--- src/rtl/fifo_pkg.sv ---
// Shared types and defaults for the synchronous FIFO family.
package fifo_pkg;

    localparam int DEFAULT_DATA_W = 8;
    localparam int DEFAULT_DEPTH  = 16;

    typedef logic [DEFAULT_DATA_W-1:0] data_t;

    typedef enum logic {
        FIFO_STD  = 1'b0,
        FIFO_FWFT = 1'b1
    } fifo_mode_e;

endpackage

--- src/rtl/fifo_mem.sv ---
// Simple dual-port RAM: synchronous write, read port asynchronous (FWFT) or registered (STD).
module fifo_mem
    import fifo_pkg::*;
#(
    parameter int         DATA_W = DEFAULT_DATA_W,
    parameter int         DEPTH  = DEFAULT_DEPTH,
    parameter fifo_mode_e MODE   = FIFO_STD
) (
    input  logic                     clk,
    input  logic                     rst,
    input  logic                     wr_en_i,
    input  logic [$clog2(DEPTH)-1:0] wr_addr_i,
    input  logic [DATA_W-1:0]        wr_data_i,
    input  logic                     rd_en_i,
    input  logic [$clog2(DEPTH)-1:0] rd_addr_i,
    output logic [DATA_W-1:0]        rd_data_o
);

    logic [DATA_W-1:0] mem_q [DEPTH];

    // NOTE: the storage array has no reset on purpose; clearing it would block RAM
    // inference and nothing downstream ever reads an unwritten entry as valid.
    always_ff @(posedge clk) begin
        if (wr_en_i) begin
            mem_q[wr_addr_i] <= wr_data_i;
        end
    end

    generate
        if (MODE == FIFO_FWFT) begin : g_async_rd
            logic unused_rd_ctrl;
            assign unused_rd_ctrl = rst ^ rd_en_i;
            assign rd_data_o      = mem_q[rd_addr_i];
        end else begin : g_reg_rd
            logic [DATA_W-1:0] rd_data_q;
            // Only the output register is reset so data_out reads 0 after reset.
            always_ff @(posedge clk) begin
                if (rst) begin
                    rd_data_q <= '0;
                end else if (rd_en_i) begin
                    rd_data_q <= mem_q[rd_addr_i];
                end
            end
            assign rd_data_o = rd_data_q;
        end
    endgenerate

endmodule

--- src/rtl/fifo_sync_param.sv ---
// Single-clock parametrised FIFO with optional FWFT output, thresholds, occupancy and sticky errors.
module fifo_sync_param
    import fifo_pkg::*;
#(
    parameter int DATA_W   = DEFAULT_DATA_W,
    parameter int DEPTH    = DEFAULT_DEPTH,
    parameter int FWFT     = 0,
    parameter int AF_LEVEL = 12,
    parameter int AE_LEVEL = 4
) (
    input  logic                       clk,
    input  logic                       rst,
    input  logic                       push,
    input  logic [DATA_W-1:0]          data_in,
    input  logic                       pop,
    output logic [DATA_W-1:0]          data_out,
    output logic                       full,
    output logic                       empty,
    output logic                       almost_full,
    output logic                       almost_empty,
    output logic [$clog2(DEPTH+1)-1:0] count,
    output logic                       overflow,
    output logic                       underflow,
    input  logic                       clr_err
);

    localparam int         AW   = $clog2(DEPTH);
    localparam int         PW   = AW + 1;
    localparam int         CW   = $clog2(DEPTH + 1);
    localparam fifo_mode_e MODE = (FWFT != 0) ? FIFO_FWFT : FIFO_STD;

    localparam logic [CW-1:0] DEPTH_C = CW'(DEPTH);
    localparam logic [CW-1:0] AF_C    = CW'(AF_LEVEL);
    localparam logic [CW-1:0] AE_C    = CW'(AE_LEVEL);

    logic [PW-1:0] wr_ptr_q, wr_ptr_d;
    logic [PW-1:0] rd_ptr_q, rd_ptr_d;
    logic [CW-1:0] count_q, count_d;
    logic          full_q, full_d;
    logic          empty_q, empty_d;
    logic          af_q, af_d;
    logic          ae_q, ae_d;
    logic          ovf_q, ovf_d;
    logic          unf_q, unf_d;

    logic              pop_ok;
    logic              push_ok;
    logic [DATA_W-1:0] rd_data;

    // A full FIFO still accepts a push when a valid pop frees a slot on the same edge.
    assign pop_ok  = pop & ~empty_q;
    assign push_ok = push & (~full_q | pop_ok);

    // NOTE: every always_comb output gets a default first so no path leaves it unassigned,
    // which would otherwise infer a latch.
    always_comb begin
        wr_ptr_d = wr_ptr_q;
        rd_ptr_d = rd_ptr_q;
        count_d  = count_q;

        if (push_ok) wr_ptr_d = wr_ptr_q + 1'b1;
        if (pop_ok)  rd_ptr_d = rd_ptr_q + 1'b1;

        unique case ({push_ok, pop_ok})
            2'b10:   count_d = count_q + 1'b1;
            2'b01:   count_d = count_q - 1'b1;
            default: count_d = count_q;
        endcase

        full_d  = (count_d == DEPTH_C);
        empty_d = (count_d == '0);
        af_d    = (count_d >= AF_C);
        ae_d    = (count_d <= AE_C);

        // A set event outranks clr_err in the same cycle.
        ovf_d = ovf_q;
        unf_d = unf_q;
        if (clr_err) begin
            ovf_d = 1'b0;
            unf_d = 1'b0;
        end
        if (push & ~push_ok) ovf_d = 1'b1;
        if (pop & empty_q)   unf_d = 1'b1;
    end

    // NOTE: state registers use non-blocking assignments so every flop samples
    // pre-edge values regardless of statement order.
    always_ff @(posedge clk) begin
        if (rst) begin
            wr_ptr_q <= '0;
            rd_ptr_q <= '0;
            count_q  <= '0;
            full_q   <= 1'b0;
            empty_q  <= 1'b1;
            af_q     <= 1'b0;
            ae_q     <= 1'b1;
            ovf_q    <= 1'b0;
            unf_q    <= 1'b0;
        end else begin
            wr_ptr_q <= wr_ptr_d;
            rd_ptr_q <= rd_ptr_d;
            count_q  <= count_d;
            full_q   <= full_d;
            empty_q  <= empty_d;
            af_q     <= af_d;
            ae_q     <= ae_d;
            ovf_q    <= ovf_d;
            unf_q    <= unf_d;
        end
    end

    fifo_mem #(
        .DATA_W (DATA_W),
        .DEPTH  (DEPTH),
        .MODE   (MODE)
    ) u_mem (
        .clk       (clk),
        .rst       (rst),
        .wr_en_i   (push_ok),
        .wr_addr_i (wr_ptr_q[AW-1:0]),
        .wr_data_i (data_in),
        .rd_en_i   (pop_ok),
        .rd_addr_i (rd_ptr_q[AW-1:0]),
        .rd_data_o (rd_data)
    );

    // In FWFT mode the head word is masked while empty so data_out never shows stale or unwritten RAM.
    assign data_out     = (MODE == FIFO_FWFT && empty_q) ? '0 : rd_data;
    assign full         = full_q;
    assign empty        = empty_q;
    assign almost_full  = af_q;
    assign almost_empty = ae_q;
    assign count        = count_q;
    assign overflow     = ovf_q;
    assign underflow    = unf_q;

endmodule

--- config.mk ---
export PLATFORM = sky130hd
export DESIGN_NAME = fifo_sync_param
export DESIGN_NICKNAME = d
export VERILOG_FILES = /design/src/rtl/fifo_pkg.sv /design/src/rtl/fifo_mem.sv /design/src/rtl/fifo_sync_param.sv
export SDC_FILE = /design/constraint.sdc
export NUM_CORES = 1
export LEC_CHECK = 0
export BUFFER_PORTS_ARGS = -buffer_cell sky130_fd_sc_hd__buf_2
export CORE_UTILIZATION = 50
export CTS_BUF_LIST = sky130_fd_sc_hd__clkbuf_4
export DETAILED_ROUTE_END_ITERATION = 6
export GPL_ROUTABILITY_DRIVEN = 0
export PLACE_DENSITY_LB_ADDON = 0.2
export SLEW_MARGIN = 10
export SYNTH_ARGS = -nofsm -noshare
export SYNTH_HDL_FRONTEND = slang
export SYNTH_SLANG_ARGS = --single-unit
--- constraint.sdc ---
create_clock -name clk -period 3.8 [get_ports clk]
set_input_delay 0.57 -clock clk [delete_from_list [all_inputs] [get_ports clk]]
set_output_delay 0.57 -clock clk [all_outputs]
set_load 0.05 [all_outputs]
==> qor.yml <==
synth-async-reset-ratio_pct: 0
p_sw_mw: 1.064
yosysUniqueCellTypes: 39
fin_nets: 419
crit_path_end_kind: "register"
setup.worst_path.start_class: "register"
postCtsResizedCells: 0
critical_path.max_fanout: 16
portBuffers: 31
path_clk_slew_ns: 0.14
crit_required_ns: 4.31
finalSetupViolCount: 0
routedWlPerCell_um: 20.09
synth_top_area_share_pct: 61.82
start_util_pct: 51.55
cp.depth: 10
synth_top_flop_cell: "edfxtp_1"
ant_nets: 0
fin_skew_ns: 0.01852
outcome: "finished, final reports clean"
syn_area_sq_um: 6217
htreeDepth: 4
drive_above_1_share_pct: 24.09
cts_sinks: 155
dpl-instance-area_sq_um: 6550
fin_crit_ns: 3.003
slew_headroom_pct: 30.23
crit_buf_inv: 2
yosysWarnings: 0
syn-instance-count: 357
syn_to_final_growth_pct: 10.79
synthMostInstantiatedCell: "edfxtp_1"
path_class: "register to register"
cpPeakStageDelay_ns: 0.43
via_per_inst: 5.622
num_rows: 40
power_density_nw_per_um2: 547.1
synth_enable_flop_cells: 128
p_seq_share_pct: 52.4
p_leak_nw: 2.351
synth.largest_area_cell: "edfxtp_1"
rsz0062_at_grt: "no"
synth_nets: 378
fp.dieW_um: 113.5
cts_tree: "done"
cts_buffers: 17
hold_class: "input port to register"
postCtsSetupRepairBufs: 0
reg2regPathDepth: 10
design.core.area_sq_um: 12060
grt_overflow: 0
synthMuxAreaShare_pct: 13.97
post_synth.cell_area_avg_sq_um: 17.42
firstDrtPassIters: 6
finalCritPeriodShare_pct: 79.02
ys_ff_latch: 155
grt_max_degree: 28
antenna_found_initial: 0
synth_top_family_by_area: "multiplexers"
drcViolationCount: 0
finish.instance_area_sq_um: 6888
vias: 3255
grt_usage_pct: 19.72
drt_iter0_drc: 308
pin_count: 32
hold_viol_final: 0
holdBufCountCts: 0
synth_fa_ha_area_share_pct: 1.610
grt_pass1_vias: 3191
synth_compound_area_share_pct: 5.011
synth-xor-area-share_pct: 1.550
die_area_sq_um: 12880
totalWireLength_mm: 11.63
cts.path.max_buffers: 2
seq_area_frac_synth_pct: 70.52
synth_area_leaders: "edfxtp_1, dfxtp_1, mux4_2"
die_height_um: 113.5
synth_top_cells_by_count: "edfxtp_1, nor2_1, dfxtp_1"
final_util_pct: 57.11
power_frac_comb_pct: 17.7
p_int_mw: 2.704
antenna_cells: 0
cpLargestDelayFamily: "adder cells"
ir_drop_v: 0.0002670
drv_slew: 0
pwr-share-clk_pct: 29.9
hpwlAfterDp_mm: 7.628
yosys.area_share.simple_pct: 4.810
clk_latency_ns: 0.55
grt_pass1_wl_mm: 17.77
path_cells: "nand2b_1, buf_4, clkinv_1, ha_1, xor2_1, ha_1, mux2i_1, o311ai_1, mux2i_1, o221a_1"
whs_path_depth: 3
cp.arrival_ns: 3.51
cts_root_buf: "clkbuf_4"
r2r_setup_slack_ns: 0.80
switching_share_pct: 28.24
fmax_mhz: 333.0
cpMaxStageDelayCell: "o311ai_1"
cap_violations: 0
fin_tns_setup_ns: 0
tightestPinTransition_ns: 1.043
-- registers in the layout (all words and copies together), names as in the netlist --
name             cells
u_mem.mem_q        128
u_mem.rd_data_o      8
count                5
rd_ptr_q             4
wr_ptr_q             4
almost_empty         1
almost_full          1
empty                1
full                 1
overflow             1
underflow            1
-- final timing paths --
path                      startpoint                 end
hold reg to reg   u_mem.rd_data_o[2]  u_mem.rd_data_o[2]
hold / removal                  push            overflow
setup / recovery               empty        almost_empty
setup reg to reg               empty        almost_empty
-- worst reg2reg max path: cells and delay by family (launching register included) --
kind	cells	cell delay, ns
buffers and inverters	2	0.47
xor gates and xnor gates	1	0.20
AOI/OAI and AO/OA	2	0.63
muxes	2	0.46
DFF	1	0.38
and+or+nand+nor	1	0.18
adders and majority gates	2	0.63
-- power groups by stage --
stage | Sequential [mW] | Clock (mW) | Combinational [mW]
after floorplan | 2.12 | 0 | 0.416
after global placement | 2.01 | 0 | 0.661
after detailed placement | 2.01 | 0 | 0.669
after CTS | 1.98 | 1.15 | 0.671
after global routing | 1.99 | 1.21 | 0.724
final | 1.97 | 1.13 | 0.667
-- area by class of cell --
| type | count | area, sq um |
|---|---|---|
| Fill cell | 918 | 5174 |
| Clock buffer | 17 | 127.6 |
| Inverter | 9 | 33.78 |
| Multi-Input combinational cell | 172 | 1675 |
| Tap cell | 168 | 210.2 |
| Timing Repair Buffer | 43 | 245.2 |
| Sequential cell | 155 | 4385 |
| Clock inverter | 15 | 210.2 |
-- kinds of logic after synthesis --
| kind of cell | Yosys count |
|---|---|
| fa+ha+maj | 8 |
| simple gates | 66 |
| mux | 41 |
| flops | 155 |
| buf+inv | 30 |
| compound gates | 46 |
| xor+xnor | 11 |
-- placed cells by master (no fill, tap or decap), types with 2 or more instances in the layout --
cell          n
a21oi_1      18
a22oi_1      15
buf_2        31
buf_4        12
bufinv_16     4
clkbuf_4     17
clkinv_2      2
clkinvlp_4    3
dfxtp_1      26
edfxtp_1    128
ha_1          8
inv_1         8
inv_6         4
inv_8         2
mux2i_1       8
mux4_1       14
mux4_2       18
nand2_1       9
nand2b_1      3
nand4_1       2
nor2_1       39
nor2b_1       5
nor3_1        4
o21ai_0       3
xnor2_1       3
xor2_1        8
-- per-layer routing --
metal	GRT usage, %	share of wire [%]	vias up	wire length (um)
met5	0	0	-	0
met4	7.105	1.2	0	143
met3	4.942	5.6	15	649
met2	31.42	48	106	5633
met1	26.54	45	1646	5204
li1	-	-	1488	-
-- per-stage QoR --
stage,std cells,hold slack [ns],power [mW],setup WS (ns)
2_1_floorplan,357,0.5538,2.536,0.7628
3_3_place_gp,547,0.4682,2.673,0.6113
3_5_place_dp,547,0.4772,2.683,0.5283
4_1_cts,579,0.2561,3.796,0.7806
5_1_grt,579,0.2808,3.925,0.5235
6_report,579,0.2962,3.768,0.7972
Note: power is estimated with default switching activity, not from simulation.
